--- src/rtl/dmem_responder.sv ---
// dmem_responder: fixed-latency data-memory responder with req/ready handshake and one-cycle response pulse
module dmem_responder #(
  parameter int XLEN      = 32,
  parameter int ADDR_SIZE = 5,
  parameter int LATENCY   = 2
) (
  input  logic                 clk,
  input  logic                 rst,
  input  logic                 MEM_req,
  input  logic                 MEM_str,
  input  logic [ADDR_SIZE-1:0] MEM_addr,
  input  logic [XLEN-1:0]      MEM_wdata,
  output logic                 MEM_ready,
  output logic                 MEM_rvalid,
  output logic [XLEN-1:0]      MEM_rdata,
  output logic                 MEM_busy
);
  typedef enum logic [1:0] {IDLE, WAIT, RESP} state_t;
  localparam logic [3:0] LAT_M1 = 4'(LATENCY - 1);
  state_t r_state, w_next;
  logic [3:0] r_cnt, w_cnt_next;
  logic r_str;
  logic [ADDR_SIZE-1:0] r_addr;
  logic [XLEN-1:0] r_wdata, r_rdata;
  logic [XLEN-1:0] r_mem [2**ADDR_SIZE];
  logic w_accept, w_commit, w_str;
  logic [ADDR_SIZE-1:0] w_addr;
  logic [XLEN-1:0] w_wdata;
  assign MEM_ready  = r_state != WAIT;
  assign w_accept   = MEM_req & MEM_ready;
  assign MEM_busy   = (r_state == WAIT) | w_accept;
  assign MEM_rvalid = r_state == RESP;
  assign MEM_rdata  = r_rdata;
  // with LATENCY=1 the commit edge is the accept edge, so the live request fields are used
  assign w_str   = (r_state == WAIT) ? r_str   : MEM_str;
  assign w_addr  = (r_state == WAIT) ? r_addr  : MEM_addr;
  assign w_wdata = (r_state == WAIT) ? r_wdata : MEM_wdata;
  assign w_commit = w_next == RESP;
  always_comb begin
    w_next     = (r_state == WAIT) ? ((r_cnt == 4'd1) ? RESP : WAIT)
               : (w_accept ? ((LATENCY == 1) ? RESP : WAIT) : IDLE);
    w_cnt_next = (r_state == WAIT) ? r_cnt - 4'd1 : (w_accept ? LAT_M1 : r_cnt);
  end
  always_ff @(posedge clk or posedge rst) begin
    if (rst) begin
      r_state <= IDLE;
      r_cnt   <= '0;
      r_str   <= 1'b0;
      r_addr  <= '0;
      r_wdata <= '0;
      r_rdata <= '0;
      for (int i = 0; i < 2**ADDR_SIZE; i++) r_mem[i] <= '0;
    end else begin
      r_state <= w_next;
      r_cnt   <= w_cnt_next;
      if (w_accept) begin
        r_str   <= MEM_str;
        r_addr  <= MEM_addr;
        r_wdata <= MEM_wdata;
      end
      if (w_commit) begin
        if (w_str) r_mem[w_addr] <= w_wdata;
        r_rdata <= w_str ? '0 : r_mem[w_addr];
      end
    end
  end
endmodule
--- config.mk ---
export PLATFORM = sky130hd
export DESIGN_NAME = dmem_responder
export DESIGN_NICKNAME = d
export VERILOG_FILES = /design/src/rtl/dmem_responder.sv
export SDC_FILE = /design/constraint.sdc
export NUM_CORES = 2
export LEC_CHECK = 0
export BUFFER_PORTS_ARGS = -buffer_cell sky130_fd_sc_hd__buf_2
export CORE_MARGIN = 4
export CORE_UTILIZATION = 35
export DETAILED_ROUTE_END_ITERATION = 8
export GPL_TIMING_DRIVEN = 0
export HOLD_SLACK_MARGIN = 0.03
export PLACE_DENSITY = 0.61
export SLEW_MARGIN = 20
export SYNTH_ARGS = -nofsm -noshare
export SYNTH_HDL_FRONTEND = slang
export SYNTH_SLANG_ARGS = --single-unit
--- constraint.sdc ---
create_clock -name clk -period 36.9 [get_ports clk]
set_clock_uncertainty 0.1 [all_clocks]
set_input_delay 5.535 -clock clk [delete_from_list [all_inputs] [get_ports clk]]
set_output_delay 5.535 -clock clk [all_outputs]
set_load 0.1 [all_outputs]
# ---- Yosys cells after proc, flatten, opt, wreduce, memory -nomap -nowiden
# Index checks and enable logic that the tools add are counted.
dict set report classes {
  eq_ne 5
  n_addsub 1
  reduce_logical 3
  mux 15
  order_cmp 2
  n_bitwise 3
}
# cell n
set ops {}
lappend ops {{1024-bit bitwise mux} 1}
lappend ops {{32-bit binary-select mux with 5-bit select} 1}
lappend ops {{32-bit demux with 5-bit select} 1}
lappend ops {{32-bit two-way mux} 5}
lappend ops {{4-bit two-way mux} 2}
lappend ops {{6-bit greater-or-equal comparator, second input constant} 1}
lappend ops {{6-bit by 1-bit < comparator with 1-bit output, second input constant} 1}
lappend ops {{5-bit inverter with 6-bit output} 1}
lappend ops {{5-bit two-way mux} 1}
lappend ops {{2-bit equality test, second input constant} 2}
lappend ops {{4-bit by 1-bit equality test with 1-bit output, second input constant} 1}
lappend ops {{2-bit two-way mux} 2}
lappend ops {{4-bit by 1-bit subtractor with 4-bit output, second input constant} 1}
lappend ops {{2-bit by 1-bit equality test with 1-bit output, second input constant} 1}
lappend ops {{1-bit two-way mux} 2}
lappend ops {{2-bit by 1-bit inequality test with 1-bit output, second input constant} 1}
lappend ops {{2-bit AND reduction} 1}
lappend ops {{2-bit nonzero test} 1}
lappend ops {{1-bit AND} 1}
lappend ops {{1-bit logical AND} 1}
lappend ops {{1-bit bitwise OR} 1}
dict set report word_totals {
  register_bits 1100
  wordCells 67
  out_inout_bits 35
  input_bits 41
}

# ---- Depth between registers and ports, before layout
dict set report logic_depth {
  word_depth 8
  mapped_depth 12
  ltp_nobuf 7
}

# ---- Least setup slack after synthesis
# OpenSTA, ideal clock, no wires.
dict set report synth_timing {
  kind {input port to output port}
  from {input port MEM_req}
  to {output port MEM_busy}
  n_path_buf 0
  arrival_time_ns 6.184
  cell_stages 2
  t_required_ns 31.265
  setup_slack_ns 25.081
  cell_sequence {nor2_1 inv_1}
}
dict set report synth_via {
  elab_chain_len 2
}
# element line
set synth_lines {}
lappend synth_lines {{start, declared} 9} ;# input logic MEM_req,
lappend synth_lines {{1-bit AND} 30} ;# assign w_accept = MEM_req & MEM_ready;
lappend synth_lines {{1-bit bitwise OR} 31} ;# assign MEM_busy = (r_state == WAIT) | w_accept;
lappend synth_lines {{end, declared} 16} ;# output logic MEM_busy
# No other way between the ends.

# ---- Final worst setup path
# Same ends and word-level chain as after synthesis.

==> results.ini <==
[placed_design]
place_congestion = 0.948
dpl.hpwl_um = 142000
portBuffers = 75
placed_cell_area_um2 = 49300

[cts]
cts_tree = built
clk_latency_ns = 0.76
numCtsBuffers = 115
clock_sinks = 1100
path_clk_slew_ns = 0.06
clockBufferDepth = 3
cts_resized = 0
postCtsHoldBufs = 0
clockRootBuffer = clkbuf_16
cts_setup_buffers = 0
h-tree-depth = 3

[global_route]
grt_max_degree = 105
grt_pass1_vias = 40200
grt_util_all_layers_pct = 29.9
grt_pass1_wl_um = 295000
antenna_found_initial = 12
grt-ovfl-total = 0

[critical_path]
arrival_ns = 6.35
end_kind = primary output
startpoint_type = primary input
path_max_fanout = 5
cp.required_ns = 31.27
path_class = primary input to primary output

[synthesis]
ys_seq_elements = 1100
synth.most_common_cell = dfrtp_1
ys.flop_type = dfrtp_1
synth_nets = 4754
synth_top_cell_by_area = dfrtp_1
ys_seq_area_share_pct = 59.5
postSynthAreaPerCell_um2 = 9.82
synthTopCellsByArea = dfrtp_1 (59%), o22ai_1 (6.9%), a21oi_1 (5.5%)
synth-edff-count = 0
synthArstFlopShare_pct = 100
synthCells = 4711
synthTopCellsByCount = dfrtp_1 (1100), nand2_1 (587), nor2_1 (524)
synth_top_area_share_pct = 59.5
synth_area_um2 = 46300
synth.distinct_cells = 40
ys_warn_count = 0

[detailed_routing]
vias_per_cell = 6.16
routedWlPerCell_um = 31.1
drc = 0
vias = 41800
drtAntennaViolNets = 0
first_pass_iters = 8
dr.first_iter.drc_count = 6512
finalWirelength_um = 211000

[power]
p_sw_share_pct = 47.0
comb_power_share_pct = 45.1
p_int_uw = 3050
power_leakage_uw = 0.0242
ir_drop_v = 0.0000798
p_clk_share_pct = 21.1
power_frac_seq_pct = 33.8
switching_power_uw = 2700
powerDensity_nw_per_um2 = 108

[die]
die_height_um = 372
placeableCoreArea_um2 = 131000
fp.dieW_um = 372
dieArea_um2 = 138000
start_util_pct = 35.2
num_rows = 133
io_pins = 76

[final_layout]
stdcell_area_um2 = 53300
drive_gt1_share_pct = 13.8
syn_to_final_growth_pct = 15.1
nets = 4961
fillerInstances = 13000

[timing]
fin_crit_sh_pct = 32.5
hold_violations = 0
layout_min_cycle_time_ns = 11.98
slew_headroom_pct = 11.1
clock.fmax_mhz = 83.5
final-max-slew-violation-count = 0
rsz0062_at_grt = no
tightest_slew_ns = 1.33
finalSetupTns_ns = 0
setup_viol = 0

[min_path]
hp-class = register to register

[run]
maxCapViolCount = 0

[outcome]
outcome = complete, no violations

-- power by group through the flow --
stage / clock network [uW] / logic, uW / registers [uW]
3_5_place_dp: 0 / 2460 / 1940
6_report: 1210 / 2590 / 1940
5_1_grt: 1260 / 2680 / 1990
3_3_place_gp: 0 / 2410 / 1940
2_1_floorplan: 0 / 1370 / 1980
4_1_cts: 1210 / 2470 / 1930
-- worst paths after layout --
| kind | startpoint | to | slack, ns | cells after the start |
|---|---|---|---|---|
| setup / recovery | MEM_req | MEM_busy | 24.92 | 4 |
| hold / removal | r_mem[754] | r_mem[754] | 0.38 | 2 |
| setup reg to reg | r_state[1] | MEM_rdata[27] | 31.92 | 11 |
| hold reg to reg | r_mem[754] | r_mem[754] | 0.38 | 2 |
| max in group asynchronous | rst | r_mem[230] | 29.35 | 7 |
| min in group asynchronous | rst | r_mem[756] | 4.68 | 2 |
-- sequential cells by signal, summed over array words and instances (netlist names) --
name       count
r_addr         5
r_wdata       32
r_str          1
r_mem       1024
MEM_rdata     32
r_cnt          4
r_state        2
-- placed cells by master, fill, tap and decap left out, types with 3 or more instances in the layout --
master        n
a21oi_1     513
a31oi_1       4
and3_1       16
buf_1        10
buf_12        3
buf_16       13
buf_2       186
buf_4        47
buf_6        68
bufinv_16     8
clkbuf_1    220
clkbuf_16   115
clkbuf_2     34
clkbuf_8     28
clkinv_2     21
dfrtp_1    1100
diode_2      20
inv_1         5
inv_16        3
mux2_2       40
mux2i_1      36
nand2_1     587
nand2b_1      4
nand3_1      33
nand3_2       6
nand3_4      10
nand4_1      32
nor2_1      523
nor2_2        5
o21ai_0     261
o21ai_1     421
o21ai_2      93
o22ai_1     512
o31ai_1      32
-- cell families (layout without fill, tap and decap cells) --
family                     Yosys count  after routing  synth area share (%)
adders and majority gates            2              2                0.0541
buffers and inverters              469            772                  5.65
muxes                               77             77                  1.78
other                                0             20                     0
AOI/OAI and AO/OA                 1836           1836                  22.2
DFF                               1100           1100                  59.5
and+or+nand+nor                   1227           1227                  10.9
-- per-stage QoR --
stage / hold slack (ns) / cells / worst slack, ns / power [uW] / util, %
5_1_grt: 0.395 / 6772 / 24.83 / 5920 / 40.5
2_1_floorplan: 0.350 / 4711 / 0.294 / 3350 / -
6_report: 0.381 / 6789 / 24.92 / 5750 / 40.5
3_3_place_gp: 0.361 / 6541 / -11.80 / 4360 / 37.2
3_5_place_dp: 0.364 / 6556 / 24.89 / 4400 / 37.5
4_1_cts: 0.379 / 6769 / 24.89 / 5600 / 40.5
-- cell type report --
class / count / area, um^2 / share of cell area [%]
diodes: 20 / 50.0 / 0.0940
plain buffers: 461 / 2630 / 4.94
clock buffers: 174 / 3380 / 6.35
clock inverters: 39 / 523 / 0.982
inverters: 8 / 40.0 / 0.0752
multi-input cells: 3142 / 16100 / 30.3
flip-flops and latches: 1100 / 27500 / 51.7
well taps: 1755 / 2200 / 4.12
repair buffers: 90 / 768 / 1.44
-- metal layers --
metal / up-vias / GRT usage [%] / share of wire [%]
met5: - / 0.534 / 0.066
met4: 8 / 21.2 / 8.6
met3: 893 / 11.4 / 13
met2: 3032 / 42.5 / 42
met1: 20900 / 37.1 / 37
li1: 17000 / - / -
-- worst max-delay path, cell delays in order --
cell	delay [ns]
buf_2	0.14
nor2_1	0.28
inv_1	0.09
buf_2	0.30
No activity file was read; power rests on OpenSTA's default activity.
